`config.mk`:
```
export PLATFORM = sky130hd
export DESIGN_NAME = fetch_queue_flat
export DESIGN_NICKNAME = d
export VERILOG_FILES = /design/src/rtl/fetch_queue_pkg.sv /design/src/rtl/fetch_queue_if.sv /design/src/rtl/fetch_queue_storage.sv /design/src/rtl/fetch_queue.sv /design/src/flat_wrapper.sv
export SDC_FILE = /design/constraint.sdc
export NUM_CORES = 1
export LEC_CHECK = 0
export CORE_MARGIN = 5
export CORE_UTILIZATION = 42
export DETAILED_ROUTE_END_ITERATION = 8
export MAX_ROUTING_LAYER = met4
export PLACE_DENSITY = 0.64
export SLEW_MARGIN = 20
export SYNTH_ARGS = -nofsm -noshare
export SYNTH_HDL_FRONTEND = slang
export SYNTH_SLANG_ARGS = --single-unit
```
`constraint.sdc`:
```
create_clock -name clk -period 11.3 [get_ports clk]
set_input_delay 1.13 -clock clk [delete_from_list [all_inputs] [get_ports clk]]
set_output_delay 1.13 -clock clk [all_outputs]
set_load 0.02 [all_outputs]
```
`src/rtl/fetch_queue_pkg.sv`:
```
// Shared types and constants for the fetch queue: the buffered entry layout
// and the stall skid margin.
package fetch_queue_pkg;

    localparam int FQ_INST_WIDTH      = 32;
    localparam int FQ_INST_ADDR_WIDTH = 32;
    localparam int FQ_SKID            = 2;

    typedef struct packed {
        logic [FQ_INST_WIDTH-1:0]      inst;
        logic [FQ_INST_ADDR_WIDTH-1:0] pc;
        logic [FQ_INST_ADDR_WIDTH-1:0] pc_plus_4;
    } fetch_entry_t;

    // Zero an entry unless it is backed by a live queue slot.
    function automatic fetch_entry_t fq_mask_entry(input fetch_entry_t entry, input logic live);
        fetch_entry_t res;
        if (live) begin
            res = entry;
        end else begin
            res = '0;
        end
        return res;
    endfunction

endpackage

```
`src/rtl/fetch_queue_if.sv`:
```
// Fetch-to-decode bus: fetch register push side, decode pop side and the
// stall back to fetch.
interface fetch_queue_if;
    import fetch_queue_pkg::*;

    logic                          fetch_valid;
    logic [FQ_INST_WIDTH-1:0]      fetch_inst;
    logic [FQ_INST_ADDR_WIDTH-1:0] fetch_pc;
    logic [FQ_INST_ADDR_WIDTH-1:0] fetch_pc_plus_4;
    logic                          stall;
    logic                          dec_valid;
    logic                          dec_ready;
    logic [FQ_INST_WIDTH-1:0]      dec_inst;
    logic [FQ_INST_ADDR_WIDTH-1:0] dec_pc;
    logic [FQ_INST_ADDR_WIDTH-1:0] dec_pc_plus_4;

    modport master (
        output fetch_valid, fetch_inst, fetch_pc, fetch_pc_plus_4, dec_ready,
        input  stall, dec_valid, dec_inst, dec_pc, dec_pc_plus_4
    );

    modport slave (
        input  fetch_valid, fetch_inst, fetch_pc, fetch_pc_plus_4, dec_ready,
        output stall, dec_valid, dec_inst, dec_pc, dec_pc_plus_4
    );

endinterface

```
`src/rtl/fetch_queue_storage.sv`:
```
// Entry storage for the fetch queue: one write port, one asynchronous read
// port, no reset (slots are only read after being written).
module fetch_queue_storage
    import fetch_queue_pkg::*;
#(
    parameter int DEPTH = 8
) (
    input  logic                     clk,
    input  logic                     wr_en,
    input  logic [$clog2(DEPTH)-1:0] wr_addr,
    input  fetch_entry_t             wr_data,
    input  logic [$clog2(DEPTH)-1:0] rd_addr,
    output fetch_entry_t             rd_data
);

    fetch_entry_t mem_r [DEPTH];

    // Write port.
    always_ff @(posedge clk) begin
        if (wr_en) begin
            mem_r[wr_addr] <= wr_data;
        end
    end

    assign rd_data = mem_r[rd_addr];

endmodule

```
`src/rtl/fetch_queue.sv`:
```
// Instruction buffer between the registered fetch stage and decode: in-order
// queue with early stall, redirect flush and a sticky dropped-push flag.
module fetch_queue
    import fetch_queue_pkg::*;
#(
    parameter int DEPTH           = 8,
    parameter int INST_ADDR_WIDTH = FQ_INST_ADDR_WIDTH,
    parameter int SKID            = FQ_SKID
) (
    input  logic                   clk,
    input  logic                   reset,
    fetch_queue_if.slave           fq,
    input  logic                   flush,
    output logic [$clog2(DEPTH):0] count,
    output logic                   overflow_err
);

    localparam int PW = $clog2(DEPTH);
    localparam int CW = PW + 1;
    localparam logic [CW-1:0] FULL_LVL  = CW'(DEPTH);
    localparam logic [CW-1:0] STALL_LVL = CW'(DEPTH - SKID);

    logic [PW-1:0] wr_ptr_r;
    logic [PW-1:0] rd_ptr_r;
    logic [CW-1:0] count_r;
    logic          overflow_err_r;

    logic          full_s;
    logic          dec_valid_s;
    logic          pop_s;
    logic          push_s;
    logic          overflow_s;
    logic [CW-1:0] count_nxt_s;
    fetch_entry_t  wr_entry_s;
    fetch_entry_t  head_entry_s;
    fetch_entry_t  dec_entry_s;
    logic [INST_ADDR_WIDTH-1:0] dec_pc_s;
    logic [INST_ADDR_WIDTH-1:0] dec_pc_plus_4_s;

    assign full_s      = (count_r == FULL_LVL);
    assign dec_valid_s = (count_r != {CW{1'b0}});
    assign pop_s       = dec_valid_s & fq.dec_ready;
    // A full queue still takes a push when the head leaves in the same cycle.
    assign push_s      = fq.fetch_valid & ~flush & (~full_s | pop_s);
    assign overflow_s  = fq.fetch_valid & ~flush & full_s & ~pop_s;

    assign wr_entry_s.inst      = fq.fetch_inst;
    assign wr_entry_s.pc        = fq.fetch_pc;
    assign wr_entry_s.pc_plus_4 = fq.fetch_pc_plus_4;

    fetch_queue_storage #(
        .DEPTH (DEPTH)
    ) u_storage (
        .clk     (clk),
        .wr_en   (push_s & ~reset),
        .wr_addr (wr_ptr_r),
        .wr_data (wr_entry_s),
        .rd_addr (rd_ptr_r),
        .rd_data (head_entry_s)
    );

    // Occupancy after this edge's push/pop (flush handled in the register).
    always_comb begin
        count_nxt_s = count_r;
        case ({push_s, pop_s})
            2'b10:   count_nxt_s = count_r + CW'(1);
            2'b01:   count_nxt_s = count_r - CW'(1);
            default: count_nxt_s = count_r;
        endcase
    end

    // Pointer, occupancy and error state; reset beats flush beats push/pop.
    always_ff @(posedge clk) begin
        if (reset) begin
            wr_ptr_r       <= '0;
            rd_ptr_r       <= '0;
            count_r        <= '0;
            overflow_err_r <= 1'b0;
        end else if (flush) begin
            wr_ptr_r <= '0;
            rd_ptr_r <= '0;
            count_r  <= '0;
        end else begin
            if (push_s) begin
                wr_ptr_r <= wr_ptr_r + PW'(1);
            end
            if (pop_s) begin
                rd_ptr_r <= rd_ptr_r + PW'(1);
            end
            count_r <= count_nxt_s;
            if (overflow_s) begin
                overflow_err_r <= 1'b1;
            end
        end
    end

    // Head entry forced to zero while the queue is empty.
    always_comb begin
        dec_entry_s     = fq_mask_entry(head_entry_s, dec_valid_s);
        dec_pc_s        = dec_entry_s.pc;
        dec_pc_plus_4_s = dec_entry_s.pc_plus_4;
    end

    assign fq.dec_valid     = dec_valid_s;
    assign fq.dec_inst      = dec_entry_s.inst;
    assign fq.dec_pc        = dec_pc_s;
    assign fq.dec_pc_plus_4 = dec_pc_plus_4_s;
    // Stall comes from registered occupancy only, leaving SKID slots for
    // instructions already in flight from fetch.
    assign fq.stall         = (count_r >= STALL_LVL);
    assign count            = count_r;
    assign overflow_err     = overflow_err_r;

endmodule
```
`src/flat_wrapper.sv`:
```
// flat-port wrapper written by rule: the top's interface ports become plain ports
module fetch_queue_flat import fetch_queue_pkg::*;
#(
    parameter int DEPTH           = 8,
    parameter int INST_ADDR_WIDTH = FQ_INST_ADDR_WIDTH,
    parameter int SKID            = FQ_SKID
)
  (clk, reset, flush, count, overflow_err, fq_fetch_valid, fq_fetch_inst, fq_fetch_pc, fq_fetch_pc_plus_4, fq_dec_ready, fq_stall, fq_dec_valid, fq_dec_inst, fq_dec_pc, fq_dec_pc_plus_4);
  fetch_queue_if fq_i ();
  input  logic clk;
  input  logic reset;
  input  logic flush;
  output logic [$clog2(DEPTH):0] count;
  output logic overflow_err;
  input wire logic [$bits(fq_i.fetch_valid)-1:0] fq_fetch_valid;
  input wire logic [$bits(fq_i.fetch_inst)-1:0] fq_fetch_inst;
  input wire logic [$bits(fq_i.fetch_pc)-1:0] fq_fetch_pc;
  input wire logic [$bits(fq_i.fetch_pc_plus_4)-1:0] fq_fetch_pc_plus_4;
  input wire logic [$bits(fq_i.dec_ready)-1:0] fq_dec_ready;
  output wire logic [$bits(fq_i.stall)-1:0] fq_stall;
  output wire logic [$bits(fq_i.dec_valid)-1:0] fq_dec_valid;
  output wire logic [$bits(fq_i.dec_inst)-1:0] fq_dec_inst;
  output wire logic [$bits(fq_i.dec_pc)-1:0] fq_dec_pc;
  output wire logic [$bits(fq_i.dec_pc_plus_4)-1:0] fq_dec_pc_plus_4;
  assign fq_i.fetch_valid = fq_fetch_valid;
  assign fq_i.fetch_inst = fq_fetch_inst;
  assign fq_i.fetch_pc = fq_fetch_pc;
  assign fq_i.fetch_pc_plus_4 = fq_fetch_pc_plus_4;
  assign fq_i.dec_ready = fq_dec_ready;
  assign fq_stall = fq_i.stall;
  assign fq_dec_valid = fq_i.dec_valid;
  assign fq_dec_inst = fq_i.dec_inst;
  assign fq_dec_pc = fq_i.dec_pc;
  assign fq_dec_pc_plus_4 = fq_i.dec_pc_plus_4;
  fetch_queue #(.DEPTH(DEPTH), .INST_ADDR_WIDTH(INST_ADDR_WIDTH), .SKID(SKID)) u_core (.clk(clk), .reset(reset), .fq(fq_i), .flush(flush), .count(count), .overflow_err(overflow_err));
endmodule
```
# After elaboration in Yosys (flattened, before gate mapping)
# Memory sizes are Yosys's and may differ from the RTL's. A register that Yosys moved wholly into a read port is not among the register bits.
# Cells that the tools add are included.
[totals] regBits=11 ram_bits=768 input_bits=101 out_inout_bits=103 word_cells=34 n_memories=1
[mem_list] name="u_core.u_storage.mem_r" words=8 word_bits=96 rd=1 rd_ports_with_merged_regs=1 write_ports=1 line="fetch_queue_storage.sv:16" text="fetch_entry_t mem_r [DEPTH];"
[op_classes] add_sub_neg=4 order_cmp=1 n_eq_ne=3 n_mux=6 n_bitwise=11 reduce_logical=4
[op_table] operator="two-way mux 96 bit" count=1
[op_table] operator="case mux 4 bit (2 select lines)" count=1
[op_table] operator="adder 3 x 1 -> 3 bit, second input constant" count=2
[op_table] operator="bitwise AND 1 bit" count=6
[op_table] operator="two-way mux 3 bit" count=2
[op_table] operator="adder 4 x 1 -> 4 bit, second input constant" count=1
[op_table] operator="== test 4 bit, second input constant" count=1
[op_table] operator="greater-or-equal comparator 4 x 3 -> 1 bit, second input constant" count=1
[op_table] operator="NOT 1 bit" count=4
[op_table] operator="nonzero test 4 bit" count=1
[op_table] operator="subtractor 4 x 1 -> 4 bit, second input constant" count=1
[op_table] operator="== test 2 x 1 -> 1 bit, second input constant" count=1
[op_table] operator="== test 2 bit, second input constant" count=1
[op_table] operator="two-way mux 1 bit" count=2
[op_table] operator="AND reduction 2 bit" count=1
[op_table] operator="nonzero test 2 bit" count=1
[op_table] operator="OR reduction 2 bit" count=1
[op_table] operator="bitwise OR 1 bit" count=1

# Longest topological paths before layout
[logic_depth] depth_word=7 ltp_mapped=12 mapped_depth_nobuf=11

# By module
# From an unflattened synthesis, not the netlist that was laid out.
[unflattened] hier_cells=1300 area_unflattened_um2=30158.9
[modules_own_cells] mod="fetch_queue_storage" instances=1 cells_per_inst=1123 area_each_um2=28884.0 seq_area_each_um2=23062.1
[modules_own_cells] mod="fetch_queue" instances=1 cells_per_inst=177 area_each_um2=1275.0 seq_area_each_um2=220.2

# Worst setup path after synthesis
# Ideal clock, no wire load.
[synth_path] kind="input to register" from="input port fq_fetch_valid" to="memory u_core.u_storage.mem_r[5][0] in the netlist's numbering, enable pin" setup_time_ns=0.821 t_arrival_ns=11.546 required_ns=10.479 setup_slack_ns=-1.066 stages=4 path_buffers=0 cell_sequence="nor2b_1 > o21ai_2 > or2_1 > nor4b_1"
[synth_via] elab_chain_cells=5
[synth_lines] item="from (decl)" line="flat_wrapper.sv:15" text="input wire logic [$bits(fq_i.fetch_valid)-1:0] fq_fetch_valid;"
[synth_lines] item="bitwise AND 1 bit (2 in series)" line="fetch_queue.sv:44" text="assign push_s = fq.fetch_valid & ~flush & (~full_s | pop_s);"
[synth_lines] item="bitwise AND 1 bit" line="fetch_queue.sv:55" text=".wr_en (push_s & ~reset),"
[synth_lines] item="two-way mux 1 bit" line="fetch_queue_storage.sv:20" text="if (wr_en) begin"
[synth_lines] item="two-way mux 1 bit (implied by the code)" line="fetch_queue_storage.sv:21" text="mem_r[wr_addr] <= wr_data;"
[synth_lines] item="to (decl)" line="fetch_queue_storage.sv:16"
# No other way between the ends.

==> results.yml <==
drt:
  ant_nets: 0
  wl_per_cell_um: 24.03
  dr.pass1.iters: 5
  wl_um: 61140
  viasPerCell: 5.303
  drt_iter0_drc: 1050
  route.detailed.drc: 0
  via_count: 13492
yosys:
  ys_types: 38
  ys_warn_count: 0
  synth_nets: 1406
  synth-edff-count: 768
  synth_seq_cells: 782
  netlist.area_leader.share: 0.7738
  netlist_instances: 1300
  postSynth.asyncResetShare: 0
  synth_area_leaders: "edfxtp_1 77%, mux4_2 15%, mux2i_1 3.3%, nor2_1 1.4%, dfxtp_1 0.94%"
  synth_area_sq_um: 29800
  synth_flop_cell: "edfxtp_1"
  syn_avg_cell_area_sq_um: 22.93
  ys_seq_area_frac: 0.7832
  yosys.area.top_type: "edfxtp_1"
worst_setup_path:
  path_cells: "buf_4 -> mux4_2 -> mux2i_1 -> nor2_1 -> clkdlybuf4s50_1"
  slowest_stage: "dfxtp_4"
  crit_path_max_fanout: 45
  crit_required_ns: 10.17
  worst_setup_path_end_kind: "output pin"
  crit_path_start_kind: "flip-flop"
  worst_path_largest_cell_delay_ns: 0.90
  crit_arrival_ns: 3.98
  critPathKind: "flip-flop to output pin"
cts:
  h-tree-depth: 3
  clkLatencyLatePin_ns: 0.62
  clk_pin_slew_ns: 0.06
  numClockSinks: 782
  cts_resized: 0
  cts_tree: "yes"
  cts-root-buf: "clkbuf_16"
  clk_path_buf_depth: 3
  cts_setup_buffers: 0
  hold_buffers: 0
  numCtsBuffers: 81
die:
  core_region_area_sq_um: 70150
  initial_utilization: 0.4249
  ioPinCount: 204
  rows: 97
  die_h_um: 276.4
  fp.dieW_um: 276.4
  die-area_sq_um: 76390
sta:
  worst_slack_ns: 6.189
  fmax_mhz: 195.6
  skew_ns: 0.02079
  setup_viol: 0
  tns_ns: 0
  slew_viol_final: 0
  finalCritPeriodShare: 0.4523
  worst_pin_slew_ns: 1.052
  relSlewSlack: 0.2990
  hold_viol_final: 0
  rsz0062_at_grt: "false"
  fin_crit_ns: 5.111
pwr:
  p_per_area_nw_per_um2: 166.8
  p_leak_uw: 0.01057
  p_total_uw: 5914
  peakVddDrop_mv: 0.1752
grt:
  antenna_found_initial: 4
  grt_pass1_vias: 14550
  gr-usage-all-layers: 0.1628
  grt_overflow: 0
  grt_pass1_wl_um: 92320
  grt_max_degree: 145
outcome:
  outcome: "finished, final reports clean"
placement:
  port-buffer-count: 203
  place_congestion: 0.7044
  place_hpwl_um: 31250
  dp_slack_ns: 6.092
  dpl_cell_area_sq_um: 32930
finish:
  area_delta_synth_final_pct: 18.95
  layout.nets: 1646
  stdcell_area_sq_um: 35450
  drive_above_1_share: 0.2125
flow_run:
  drv_cap: 0
worst_hold_path:
  min_path_type: "flip-flop to flip-flop"
==> worst paths after layout <==
check	slack (ns)	end	cells after the start	from
max reg2reg	7.43	u_core.u_storage.mem_r[4][80]$_DFFE_PP_	6	u_core.count[1]$_SDFFE_PP0P_
max	6.19	fq_dec_pc_plus_4[14]	5	flip-flop
min	0.48	u_core.wr_ptr_r[0]$_SDFFE_PP0P_	2	u_core.wr_ptr_r[0]$_SDFFE_PP0P_
min reg2reg	0.48	u_core.wr_ptr_r[0]$_SDFFE_PP0P_	2	u_core.wr_ptr_r[0]$_SDFFE_PP0P_
==> Yosys cell counts, types with 2 or more instances <==
cell,n
buf_4,17
nor4b_1,4
nand2_1,2
dfxtp_1,14
or2_1,2
nor2_1,109
mux2i_1,99
buf_1,21
xor2_1,5
buf_2,15
ha_1,5
nand2b_1,4
nor4_1,2
edfxtp_1,768
a21oi_1,5
nand3_1,2
clkbuf_1,14
mux4_2,192
==> registers in the layout, indices dropped and copies added (netlist names), named ones only <==
register                flops
u_core.u_storage.mem_r    768
u_core.count                4
u_core.rd_ptr_r             3
u_core.wr_ptr_r             3
u_core.overflow_err         1
==> critical path: cells and delay by family, from the launching register on <==
family | cells | cell delay [ns]
flip-flops | 1 | 0.90
AND/OR/NAND/NOR | 1 | 0.07
buffers and inverters | 2 | 1.40
multiplexers | 2 | 0.95
==> routing by layer <==
layer | GRT usage | wire (um) | up-vias | share of wire
met4 | 0.03906 | 1192 | 0 | 0.019
li1 | - | - | 5899 | -
met3 | 0.03341 | 2938 | 97 | 0.048
met2 | 0.2732 | 31390 | 293 | 0.51
met1 | 0.2070 | 25610 | 7203 | 0.42
met5 | - | 0 | - | 0
==> layout by cell type (no fill, tap or decap), drive strengths merged, types with 14 or more instances in the layout <==
master | synthesis | final
edfxtp | 768 | 768
clkdlybuf4s50 | 0 | 203
mux4 | 192 | 192
nor2 | 110 | 110
clkbuf | 15 | 101
mux2i | 99 | 99
clkinv | 0 | 32
buf | 54 | 23
dfxtp | 14 | 14
==> area by class of cell <==
| type | count | area (sq um) |
|---|---|---|
| clock buffer | 101 | 2145 |
| clock inverter | 42 | 366.6 |
| timing repair buffer | 226 | 2230 |
| inverter | 2 | 7.507 |
| antenna | 4 | 10.01 |
| tap | 940 | 1176 |
| sequential | 782 | 23350 |
| multi-input combinational | 447 | 6162 |
| fill | 5598 | 34700 |
==> where the power goes <==
| group | internal, uW | switching, uW | total [uW] |
|---|---|---|---|
| Combinational | 87.5 | 107 | 194 |
| Sequential | 3200 | 4.91 | 3200 |
| Clock | 1460 | 1060 | 2520 |
| Total | 4750 | 1170 | 5910 |
==> stage by stage <==
stage,util,hold WS [ns],std cells
after floorplan,-,0.4536,1300
after global placement,0.4694,0.4756,2397
after detailed placement,0.4694,0.4733,2397
after CTS,0.5052,0.4849,2540
after global routing,0.5054,0.5236,2544
final,0.5054,0.4836,2544
==> kinds of logic (layout without fill, tap and decap cells) <==
logic type      after synthesis  in the layout  synth area share
flops                       782            782            0.7832
mux                         291            291            0.1783
simple gates                134            134           0.02003
buf+inv                      71            371           0.01209
compound gates               11             11          0.002225
xor+xnor                      6              6          0.002015
fa+ha+maj                     5              5          0.002099
other cells                   0              4                 0
(Power assumes the default switching activity.)
